==> config.mk <==
export PLATFORM = sky130hd
export DESIGN_NAME = multicycle_controller
export DESIGN_NICKNAME = d
export VERILOG_FILES = /design/src/rtl/multicycle_controller.sv
export SDC_FILE = /design/constraint.sdc
export NUM_CORES = 1
export LEC_CHECK = 0
export ABC_CLOCK_PERIOD_IN_PS = 1900
export CAP_MARGIN = 25
export CORE_AREA = 2 2 50 62
export DETAILED_ROUTE_END_ITERATION = 8
export DIE_AREA = 0 0 52 64
export PLACE_DENSITY = 0.65
export RECOVER_POWER = 100
export SLEW_MARGIN = 20
export SYNTH_ARGS = -nofsm -noshare
export SYNTH_HDL_FRONTEND = slang
export SYNTH_SLANG_ARGS = --single-unit
==> constraint.sdc <==
create_clock -name clk -period 1.9 [get_ports clk]
set_input_delay 0.285 -clock clk [delete_from_list [all_inputs] [get_ports clk]]
set_output_delay 0.285 -clock clk [all_outputs]
set_load 0.02 [all_outputs]
==> src/rtl/multicycle_controller.sv <==
// multicycle_controller
//   Moore control FSM for a shared-datapath multicycle RV32 core (one ALU, one unified
//   memory, IR/OldPC/ALUOut/Data registers). Sequences lw/sw/R-type/beq over several
//   cycles, handshakes with memory via mem_req/mem_ready and aborts hung accesses.
//
//   Optional feature macro: RV_IMM_JAL_EN adds EXECI (OP-IMM) and JAL states; when it is
//   undefined both opcodes take the illegal-opcode path.
//
// Parameters
//   MEM_TIMEOUT : max wait cycles per memory access before abort (0 = never abort)
//   CNT_W       : wait-counter width, must hold MEM_TIMEOUT
// Ports
//   clk, rst_n           : clock, asynchronous active-low reset
//   op                   : IR[6:0] opcode
//   Zero                 : ALU zero flag
//   mem_ready            : memory completes the current access this cycle
//   mem_req, AdrSrc      : memory access active, address select (0 PC, 1 ALUOut)
//   MemWrite             : store strobe
//   IRWrite, PCWrite     : IR/OldPC load, PC load
//   RegWrite             : register-file write
//   ResultSrc/ALUSrcA/ALUSrcB/ALUOp/ImmSrc : datapath selects
//   illegal_op, bus_err  : one-cycle error pulses
//   state_o              : current state encoding (debug)
module multicycle_controller #(
  parameter int unsigned MEM_TIMEOUT = 15,
  parameter int unsigned CNT_W       = 4
) (
  input  logic       clk,
  input  logic       rst_n,
  input  logic [6:0] op,
  input  logic       Zero,
  input  logic       mem_ready,
  output logic       mem_req,
  output logic       AdrSrc,
  output logic       MemWrite,
  output logic       IRWrite,
  output logic       PCWrite,
  output logic       RegWrite,
  output logic [1:0] ResultSrc,
  output logic [1:0] ALUSrcA,
  output logic [1:0] ALUSrcB,
  output logic [1:0] ALUOp,
  output logic [1:0] ImmSrc,
  output logic       illegal_op,
  output logic       bus_err,
  output logic [3:0] state_o
);

  localparam logic [6:0] OpLw  = 7'b0000011;
  localparam logic [6:0] OpSw  = 7'b0100011;
  localparam logic [6:0] OpR   = 7'b0110011;
  localparam logic [6:0] OpBeq = 7'b1100011;
  localparam logic [6:0] OpJalImm = 7'b1101111; // J-type immediate select only
`ifdef RV_IMM_JAL_EN
  localparam logic [6:0] OpImm = 7'b0010011;
`endif

  localparam logic [CNT_W-1:0] TimeoutCnt = CNT_W'(MEM_TIMEOUT);

  typedef enum logic [3:0] {
    StFetch    = 4'd0,
    StDecode   = 4'd1,
    StMemAdr   = 4'd2,
    StMemRead  = 4'd3,
    StMemWb    = 4'd4,
    StMemWrite = 4'd5,
    StExecR    = 4'd6,
    StAluWb    = 4'd7,
    StBeq      = 4'd8
`ifdef RV_IMM_JAL_EN
    ,
    StExecI    = 4'd9,
    StJal      = 4'd10
`endif
  } state_e;

  state_e           state_q, state_d;
  logic [CNT_W-1:0] cnt_q, cnt_d;
  // Low from reset until the first clock edge after release: keeps every output at 0 in
  // that window and stops the FSM from acting on inputs it never requested.
  logic             run_q;
  logic             mem_wait;
  logic             timeout_hit;

  assign mem_wait    = run_q &&
                       (state_q == StFetch || state_q == StMemRead || state_q == StMemWrite);
  assign timeout_hit = (MEM_TIMEOUT != 0) && mem_wait && !mem_ready && (cnt_q == TimeoutCnt);
  assign state_o     = run_q ? state_q : 4'd0;

  always_ff @(posedge clk or negedge rst_n) begin
    if (!rst_n) begin
      state_q <= StFetch;
      cnt_q   <= '0;
      run_q   <= 1'b0;
    end else begin
      state_q <= state_d;
      cnt_q   <= cnt_d;
      run_q   <= 1'b1;
    end
  end

  // Wait counter: clears on any state change and on an abort (FETCH -> FETCH), saturates.
  always_comb begin
    cnt_d = cnt_q;
    if (!run_q || (state_d != state_q) || timeout_hit) begin
      cnt_d = '0;
    end else if (mem_wait && !mem_ready && (cnt_q != '1)) begin
      cnt_d = cnt_q + 1'b1;
    end
  end

  always_comb begin
    state_d    = state_q;
    mem_req    = 1'b0;
    AdrSrc     = 1'b0;
    MemWrite   = 1'b0;
    IRWrite    = 1'b0;
    PCWrite    = 1'b0;
    RegWrite   = 1'b0;
    ResultSrc  = 2'b00;
    ALUSrcA    = 2'b00;
    ALUSrcB    = 2'b00;
    ALUOp      = 2'b00;
    illegal_op = 1'b0;
    bus_err    = 1'b0;

    case (op)
      OpSw:     ImmSrc = 2'b01;
      OpBeq:    ImmSrc = 2'b10;
      OpJalImm: ImmSrc = 2'b11;
      default:  ImmSrc = 2'b00;
    endcase

    case (state_q)
      StFetch: begin
        mem_req   = 1'b1;
        ALUSrcB   = 2'b10;
        ResultSrc = 2'b10;
        if (mem_ready) begin
          IRWrite = 1'b1;
          PCWrite = 1'b1;
          state_d = StDecode;
        end else if (timeout_hit) begin
          bus_err = 1'b1;
        end
      end
      StDecode: begin
        // OldPC + imm precomputes the branch target into ALUOut.
        ALUSrcA = 2'b01;
        ALUSrcB = 2'b01;
        case (op)
          OpLw, OpSw: state_d = StMemAdr;
          OpR:        state_d = StExecR;
          OpBeq:      state_d = StBeq;
`ifdef RV_IMM_JAL_EN
          OpImm:      state_d = StExecI;
          OpJalImm:   state_d = StJal;
`endif
          default: begin
            illegal_op = 1'b1;
            state_d    = StFetch;
          end
        endcase
      end
      StMemAdr: begin
        ALUSrcA = 2'b10;
        ALUSrcB = 2'b01;
        if (op == OpSw)      state_d = StMemWrite;
        else if (op == OpLw) state_d = StMemRead;
        else                 state_d = StFetch;
      end
      StMemRead: begin
        mem_req = 1'b1;
        AdrSrc  = 1'b1;
        if (mem_ready) begin
          state_d = StMemWb;
        end else if (timeout_hit) begin
          bus_err = 1'b1;
          state_d = StFetch;
        end
      end
      StMemWb: begin
        ResultSrc = 2'b01;
        RegWrite  = 1'b1;
        state_d   = StFetch;
      end
      StMemWrite: begin
        mem_req  = 1'b1;
        AdrSrc   = 1'b1;
        MemWrite = !timeout_hit;
        if (mem_ready) begin
          state_d = StFetch;
        end else if (timeout_hit) begin
          bus_err = 1'b1;
          state_d = StFetch;
        end
      end
      StExecR: begin
        ALUSrcA = 2'b10;
        ALUOp   = 2'b10;
        state_d = StAluWb;
      end
      StAluWb: begin
        RegWrite = 1'b1;
        state_d  = StFetch;
      end
      StBeq: begin
        ALUSrcA = 2'b10;
        ALUOp   = 2'b01;
        PCWrite = Zero;
        state_d = StFetch;
      end
`ifdef RV_IMM_JAL_EN
      StExecI: begin
        ALUSrcA = 2'b10;
        ALUSrcB = 2'b01;
        ALUOp   = 2'b10;
        state_d = StAluWb;
      end
      StJal: begin
        // PC <- target held in ALUOut; ALU forms OldPC + 4 for the link write in ALUWB.
        ALUSrcA = 2'b01;
        ALUSrcB = 2'b10;
        PCWrite = 1'b1;
        state_d = StAluWb;
      end
`endif
      default: state_d = StFetch;
    endcase

    if (!run_q) begin
      state_d    = StFetch;
      mem_req    = 1'b0;
      AdrSrc     = 1'b0;
      MemWrite   = 1'b0;
      IRWrite    = 1'b0;
      PCWrite    = 1'b0;
      RegWrite   = 1'b0;
      ResultSrc  = 2'b00;
      ALUSrcA    = 2'b00;
      ALUSrcB    = 2'b00;
      ALUOp      = 2'b00;
      ImmSrc     = 2'b00;
      illegal_op = 1'b0;
      bus_err    = 1'b0;
    end
  end

endmodule

### Word level (Yosys, flattened, before mapping)

Index checks and enable logic that the tools add are counted.

| cells by class | value |
|---|---|
| add/subtract/negate cells | 1 |
| equality and inequality tests | 16 |
| mux-type cells | 42 |
| reduce and logical (&&, ||, !) cells | 20 |

Operator list:

| cell | count |
|---|---|
| $mux 4 | 8 |
| $pmux 4 s6 | 1 |
| $mux 1 | 19 |
| $eq 4x3->1 const B | 4 |
| $pmux 2 s2 | 4 |
| $eq 7x6->1 const B | 2 |
| $eq 7x7->1 const B | 2 |
| $mux 2 | 6 |
| $pmux 4 s3 | 1 |
| $eq 4x2->1 const B | 2 |
| $eq 4x4->1 const B | 2 |
| $reduce_or 2->1 | 4 |
| $eq 7x2->1 const B | 1 |
| $pmux 2 s3 | 1 |
| $reduce_or 3->1 | 2 |
| $add 4x1->4 const B | 1 |
| $eq 4x1->1 const B | 1 |
| $logic_and 1x1->1 | 4 |
| $logic_not 4->1 | 1 |
| $logic_or 1x1->1 | 4 |
| $ne 4x4->1 | 1 |
| $ne 4x4->1 const B | 1 |
| $reduce_or 4->1 | 1 |
| $logic_not 1->1 | 3 |
| other kinds (3) | 3 |

| storage, ports and cells | value |
|---|---|
| register bits | 9 |
| input bits | 11 |
| output and inout port bits | 22 |
| logic and storage cells | 82 |

### Depth between registers and ports, before layout

Gate-level depths: netlist of run 1.

| logic depth | value |
|---|---|
| word-level depth | 14 |
| depth in mapped cells | 6 |
| depth with buffers taken out | 4 |

### Least setup slack after synthesis of run 1

No wires, ideal clock.

| path | value |
|---|---|
| path kind | register -> output |
| from | reg run_q |
| to | out PCWrite |
| arrival | 1,598 ps |
| slack | 17 ps |
| stages on the path, launching flop included | 5 |
| path buffers | 0 |
| path through | dfrtp_1 > or3b_4 > nor3_4 > and2_1 > a21o_1 |

| on the way | value |
|---|---|
| longest elaborated chain between the ends | 1 |

Ends and longest elaborated chain:

| what | RTL line | text |
|---|---|---|
| start: declaration | 81 | `logic run_q;` |
| start signal: assignment | 94 | `run_q <= 1'b0;` |
| start signal: assignment | 98 | `run_q <= 1'b1;` |
| $mux 1 | 231 | `if (!run_q) begin` |
| end: declaration | 37 | `output logic PCWrite,` |

No other way between the ends.

### Worst setup path after layout of run 1

| path | value |
|---|---|
| from | reg state_q[1] |
| to | out PCWrite |

| on the way | value |
|---|---|
| longest elaborated chain between the ends | 3 |
| elaborated cells between the ends (all ways) | 4 |

Ends and longest elaborated chain:

| what | RTL line | text |
|---|---|---|
| start: declaration | 77 | `state_e state_q, state_d;` |
| start signal: assignment | 92 | `state_q <= StFetch;` |
| start signal: assignment | 96 | `state_q <= state_d;` |
| $eq 4x4->1 / $logic_not 4->1 (equally long branches) | 134 | `case (state_q)` |
| $pmux 1 s2 * | 134 |  |
| $mux 1 * | 231 |  |

Mark *: on every way between the ends. The rest lies on a longest branch, timed or not.

==> run_results.csv, run 1 <==
group,metric,value,unit
final_layout,fin_nets,176,
logic_synthesis,yosys-top-cells-count,"13 x nand2_1, 13 x nor2_1, 9 x dfrtp_1",
logic_synthesis,syn-cell-area,795,sq um
global_route,grt_use_total,0.166,
clock_tree,clock_tree.root_cell,"clkbuf_4",
logic_synthesis,async_flop_share,1.00,
placed_design,portBuffers,32,
worst_setup_path,required,1620,ps
power_and_ir_drop,power_leakage,0.660,nW
logic_synthesis,synth_edf_count,0,
logic_synthesis,syn_nets,112,
sta,fmax,532,MHz
global_route,grt_max_degree,14,
routing,drtIter0Drc,20,
logic_synthesis,synth_area_leaders,"dfrtp_1 28%, nand2_1 6.1%, nor2_1 6.1%, and2_1 4.7%, xnor2_1 3.3%",
routing,vias,966,
clock_tree,tritoncts,"yes",
global_route,grt_pass1_vias,975,
final_layout,seqCellArea,228,sq um
sta,finalSetupTns,0,ps
sta,fin_crit_sh,0.989,
floorplan,die-area,3330,sq um
logic_synthesis,yosys_warnings,0,
floorplan,die_y,64,um
final_layout,nFillCells,275,
global_route,grt.overflow.total,0,
floorplan,initial_core_util,0.294,
power_and_ir_drop,power_density,357,nW/um^2
routing,viasPerCell,4.90,
logic_synthesis,synth_seq_cells,9,
logic_synthesis,synth_area_per_cell,7.95,sq um
clock_tree,clk_pin_slew_worst_paths,60,ps
sta,rsz0062_at_grt,"yes",
logic_synthesis,yosysTopAreaCell,"dfrtp_1",
routing,drc,0,
worst_setup_path,r2r-start,"state_q[2]",
placed_design,dp_hpwl,1950,um
worst_hold_path,min_path_type,"primary input to asynchronous set/reset pin",
clock_tree,insertion_delay,250,ps
sta,period_minus_slack,1880,ps
clock_tree,clock_sinks,9,
floorplan,io_pins,33,
floorplan,die_w,52,um
routing,postRouteAntennaNets,0,
clock_tree,cts_buffers,3,
worst_setup_path,rr_endpoint,"state_q[0]",
global_route,grt_first_pass_wirelength,4340,um
worst_setup_path,critPathArrivalTime,1590,ps
clock_tree,h-tree-depth,1,
final_layout,diodes,0,
worst_setup_path,r2r_slack,170,ps
worst_setup_path,crit_path_start_kind,"flip-flop",
sta,hold_viol,0,
global_route,antenna_found_initial,0,
routing,routed_wl,2510,um
job,maxCapViolCount,0,
floorplan,rows,21,
final_layout,syn2layout_area_growth,70.9,%
logic_synthesis,ys_seq_area_frac,0.283,
logic_synthesis,synth_cell_types,41,
power_and_ir_drop,irDropWorstVdd,0.000268,V
logic_synthesis,synthCells,100,
final_layout,layoutNonFillerInstCount,197,
final_layout,drive_above_1_share,0.344,
routing,first_pass_iters,5,
routing,wire_per_inst,12.7,um
placed_design,gp_congestion,0.831,
worst_setup_path,endpoint_kind,"output pin",
sta,slew_violations,0,
clock_tree,cts_max_path_buffers,2,
sta,finalClockSkew,4.91,ps
worst_setup_path,path_max_fanout,4,
floorplan,core,2710,sq um
worst_setup_path,criticalPathCategory,"flip-flop to output pin",
worst_setup_path,reg2reg_depth,6,
logic_synthesis,ys.flop_type,"dfrtp_1",
sta,setup_violations,0,
final_layout,multi_input_area,553,sq um
logic_synthesis,yosysTopAreaCellShare,0.283,
placed_design,dp_cells,189,
run_status,status,"completed",
[layout make-up]
| cell class | count | share of cell area |
|---|---|---|
| clock buffer | 4 | 0.0194 |
| inverter | 3 | 0.00829 |
| multi-input combinational | 83 | 0.407 |
| sequential | 9 | 0.168 |
| tap | 34 | 0.0313 |
| timing repair buffer | 64 | 0.366 |
[how the worst max path moves through the flow]
| stage | start | endpoint | slack (ps) | cells after the start |
|---|---|---|---|---|
| floorplan | run_q | PCWrite | 20 | 4 |
| global route | state_q[0] | PCWrite | -50 | 5 |
| finish | state_q[1] | PCWrite | 20 | 5 |
| detailed placement | op[3] | ImmSrc[0] | -260 | 4 |
| global placement | op[5] | ImmSrc[0] | -250 | 6 |
| CTS | state_q[0] | PCWrite | -110 | 5 |
[worst max-delay path: stages, from the launching register on]
cell     delay [ps]
dfrtp_1         380
or3b_4          440
nor3_4          130
and2_1          170
a21o_1           90
buf_4           130
[per-layer routing]
layer | routed length (um) | track usage | vias to the layer above | part of all wire
li1 | - | - | 485 | -
met1 | 1060 | 0.217 | 455 | 0.42
met2 | 1350 | 0.285 | 26 | 0.54
met3 | 95 | 0.0234 | 0 | 0.038
met4 | 0 | 0.0329 | 0 | 0
met5 | 0 | 0 | - | 0
[cell families after synthesis]
kind of cell	synth area share
buf+inv	0.0488
mux	0.0252
fa+ha+maj	0.0283
flops	0.283
simple gates	0.416
compound gates	0.150
other cells	0.00472
xor+xnor	0.0441
[state kept, by name, indices dropped and copies added, names as in the netlist]
| name | count |
|---|---|
| state_q | 4 |
| cnt_q | 4 |
| run_q | 1 |
[layout by cell type (no fill, tap or decap), types with 2 or more instances in the layout]
cell	n
buf_4	29
nor2_1	13
nand2_1	13
clkdlybuf4s50_1	9
dfrtp_1	7
dlygate4sd2_1	6
clkbuf_4	5
buf_2	5
clkbuf_2	5
and2_1	4
inv_1	3
nor3_1	3
nand3_1	3
clkbuf_1	3
nand2b_1	2
xnor2_1	2
or3_1	2
a21oi_1	2
and2_0	2
o22ai_1	2
mux2i_1	2
o32ai_1	2
a31oi_1	2
nor3b_1	2
a21o_1	2
dlygate4sd3_1	2
buf_6	2
dfrtp_2	2
[power by group]
group | switching (mW) | internal, mW | leakage [nW]
clock network | 0.0637 | 0.0807 | 0.0150
registers | 0.00373 | 0.196 | 0.118
logic | 0.0678 | 0.0732 | 0.526
total | 0.135 | 0.350 | 0.660
[stage by stage]
stage / setup slack (ps) / util / total power, mW / area [sq um] / hold WS [ps]
4_1_cts: -112 / 0.516 / 0.494 / 1400 / 332
3_5_place_dp: -264 / 0.495 / 0.345 / 1340 / 502
2_1_floorplan: 16.8 / - / 0.263 / 795 / -10.6
3_3_place_gp: -246 / 0.495 / 0.342 / 1340 / 494
6_report: 21.4 / 0.502 / 0.485 / 1360 / 396
5_1_grt: -52.8 / 0.502 / 0.509 / 1360 / 415
[what timing repair did]
| item | CTS | global route |
|---|---|---|
| hold buffers | 0 | 0 |
| resized for setup | 54 | 17 |
| setup buffers | 3 | 1 |
| pin swaps | 2 | 0 |
| setup endpoints to repair | 21 | 13 |
No activity file was read; power rests on OpenSTA's default activity.
==> run 2: changes to the inputs <==
--- a/config.mk
+++ b/config.mk
@@ -16,3 +16,4 @@
 export SYNTH_ARGS = -nofsm -noshare
 export SYNTH_HDL_FRONTEND = slang
 export SYNTH_SLANG_ARGS = --single-unit
+export TNS_END_PERCENT = 100
==> results of run 2 <==
Same layout as run 1: the final DEF is identical, and so are final timing and power.
==> run 3: changes to the inputs <==
--- a/config.mk
+++ b/config.mk
@@ -7,10 +7,11 @@
 export LEC_CHECK = 0
 export ABC_CLOCK_PERIOD_IN_PS = 1900
 export CAP_MARGIN = 25
-export CORE_AREA = 2 2 50 62
+export CORE_AREA = 2 2 57 70
+export CTS_BUF_LIST = sky130_fd_sc_hd__clkbuf_4 sky130_fd_sc_hd__clkbuf_8
 export DETAILED_ROUTE_END_ITERATION = 8
-export DIE_AREA = 0 0 52 64
-export PLACE_DENSITY = 0.65
+export DIE_AREA = 0 0 59 72
+export PLACE_DENSITY = 0.54
 export RECOVER_POWER = 100
 export SLEW_MARGIN = 20
 export SYNTH_ARGS = -nofsm -noshare
==> run 3 against run 2 <==
- global-route usage down 3.7 points
- sequential cell count unchanged
- die area up 28%
- setup slack better by 23 ps
- utilization down 12 points
- total power up 20%
- maximum frequency up 1.2%
- critical path depth unchanged
- clock power up 62%
- clock skew down 1.7 ps
==> run_results.csv, run 3 (synthesis gave the netlist of run 1 again) <==
group,metric,value,unit
run_status,status,"completed",
placed_design,portBuffers,32,
clock_tree,clock_sinks,9,
final_layout,drive_above_1_share,0.333,
worst_setup_path,crit_path_start_kind,"primary input",
clock_tree,insertion_delay,230,ps
floorplan,initial_core_util,0.224,
sta,period_minus_slack,1860,ps
sta,setup_violations,0,
final_layout,syn2layout_area_growth,71.5,%
power_and_ir_drop,p_int,0.435,mW
sta,rsz0062_at_grt,"yes",
placed_design,dp_hpwl,2110,um
sta,worst_hold_slack,416,ps
power_and_ir_drop,p_switching,0.146,mW
sta,finalClockSkew,3.21,ps
job,maxCapViolCount,0,
power_and_ir_drop,power_leakage,0.661,nW
global_route,grt_use_total,0.129,
floorplan,rows,24,
global_route,grt.overflow.total,0,
worst_setup_path,required,1620,ps
final_layout,post-route-util,0.385,
placed_design,gp_congestion,0.856,
worst_setup_path,rr_endpoint,"state_q[0]",
sta,fmax,539,MHz
routing,viasPerCell,4.80,
sta,slew_violations,0,
worst_setup_path,r2r-start,"state_q[2]",
routing,routed_wl,2570,um
worst_setup_path,endpoint_kind,"output pin",
power_and_ir_drop,p_clk_frac,0.401,
clock_tree,cts_max_path_buffers,2,
clock_tree,cts_buffers,3,
global_route,grt_first_pass_wirelength,4330,um
clock_tree,clk_pin_slew_worst_paths,40,ps
power_and_ir_drop,irDropWorstVdd,0.000216,V
clock_tree,clock_tree.root_cell,"clkbuf_8",
final_layout,fin_nets,172,
worst_setup_path,path_max_fanout,3,
routing,drc,0,
floorplan,core,3540,sq um
final_layout,final_cell_mix,"23 x buf_4, 13 x nor2_1, 12 x nand2_1, 9 x clkdlybuf4s50_1, 8 x dfrtp_1",
power_and_ir_drop,pwr-share-comb,0.254,
global_route,grt_max_degree,14,
power_and_ir_drop,power,0.581,mW
power_and_ir_drop,switching_share,0.251,
final_layout,largestRegisters,"cnt_q: 4 flops, state_q: 4 flops, run_q: 1 flops",
floorplan,die_w,59,um
worst_setup_path,reg2reg_depth,5,
sta,hold_viol,0,
final_layout,fin_area,1360,sq um
placed_design,dpl_cell_area,1320,sq um
global_route,grt_pass1_vias,953,
routing,wire_per_inst,13.0,um
floorplan,die-area,4250,sq um
power_and_ir_drop,pwr-share-seq,0.345,
routing,drtIter0Drc,16,
floorplan,io_pins,33,
worst_setup_path,r2r_slack,270,ps
worst_setup_path,criticalPathCategory,"primary input to output pin",
floorplan,die_y,72,um
final_layout,layout_commonest_cell,"buf_4",
worst_hold_path,min_path_type,"primary input to asynchronous set/reset pin",
power_and_ir_drop,power_density,427,nW/um^2
clock_tree,h-tree-depth,1,
worst_setup_path,critPathArrivalTime,1570,ps
routing,postRouteAntennaNets,0,
routing,first_pass_iters,4,
sta,fin_crit_sh,0.977,
final_layout,diodes,0,
global_route,antenna_found_initial,0,
clock_tree,tritoncts,"yes",
final_layout,nFillCells,394,
routing,vias,950,
run 3: cell types whose count changed in the layout (fill, tap and decap cells not counted), sizes merged:
cell | previous run | this run
buf | 36 | 35
clkbuf | 13 | 11
clkdlybuf4s15 | 2 | 0
dlygate4sd1 | 0 | 1
run 3: layout make-up:
type,instances,area [sq um],share of cell area
clock buffer,4,48.8,0.0358
multi-input combinational,83,551,0.404
sequential,9,226,0.166
timing repair buffer,60,477,0.350
inverter,3,11.3,0.00826
tap,39,48.8,0.0358
run 3: timing repair:
item                                    CTS  global route
pin swaps                                 0             4
resized for setup                        46            24
endpoints found under the setup margin   21            15
setup buffers                             0             3
hold buffers                              0             0
run 3: layer usage:
layer | GRT usage | part of all wire | vias up
met4 | 0.0354 | 0.020 | 0
met2 | 0.226 | 0.53 | 22
met3 | 0.0303 | 0.037 | 6
met5 | 0 | 0 | -
met1 | 0.156 | 0.41 | 449
li1 | - | - | 473
run 3: critical path, stage by stage:
cell           delay (ps)
dlygate4sd3_1         560
buf_4                 150
nand4bb_1             220
o21a_1                210
buf_2                 150
run 3: power groups by stage:
stage / Combinational [mW] / Sequential (mW) / Clock (mW)
5_1_grt: 0.159 / 0.201 / 0.255
3_5_place_dp: 0.144 / 0.203 / 0
3_3_place_gp: 0.141 / 0.202 / 0
6_report: 0.148 / 0.201 / 0.233
2_1_floorplan: 0.0595 / 0.204 / 0
4_1_cts: 0.138 / 0.200 / 0.241
run 3: per-stage QoR:
stage                     TNS, ps  setup WS (ps)  std cells
after detailed placement    -1880           -264        191
after CTS                       0           12.1        195
after global routing        -26.3          -13.0        198
after floorplan                 0           16.8        100
after global placement      -1730           -258        191
final                           0           44.5        198
run 3: worst max-delay path by stage:
stage / startpoint / slack [ps] / cells past startpoint / endpoint
floorplan: run_q / 20 / 4 / PCWrite
global placement: op[5] / -260 / 6 / ImmSrc[0]
detailed placement: op[5] / -260 / 6 / ImmSrc[0]
CTS: op[5] / 10 / 6 / ImmSrc[0]
global route: run_q / -10 / 5 / AdrSrc
finish: op[2] / 40 / 5 / illegal_op
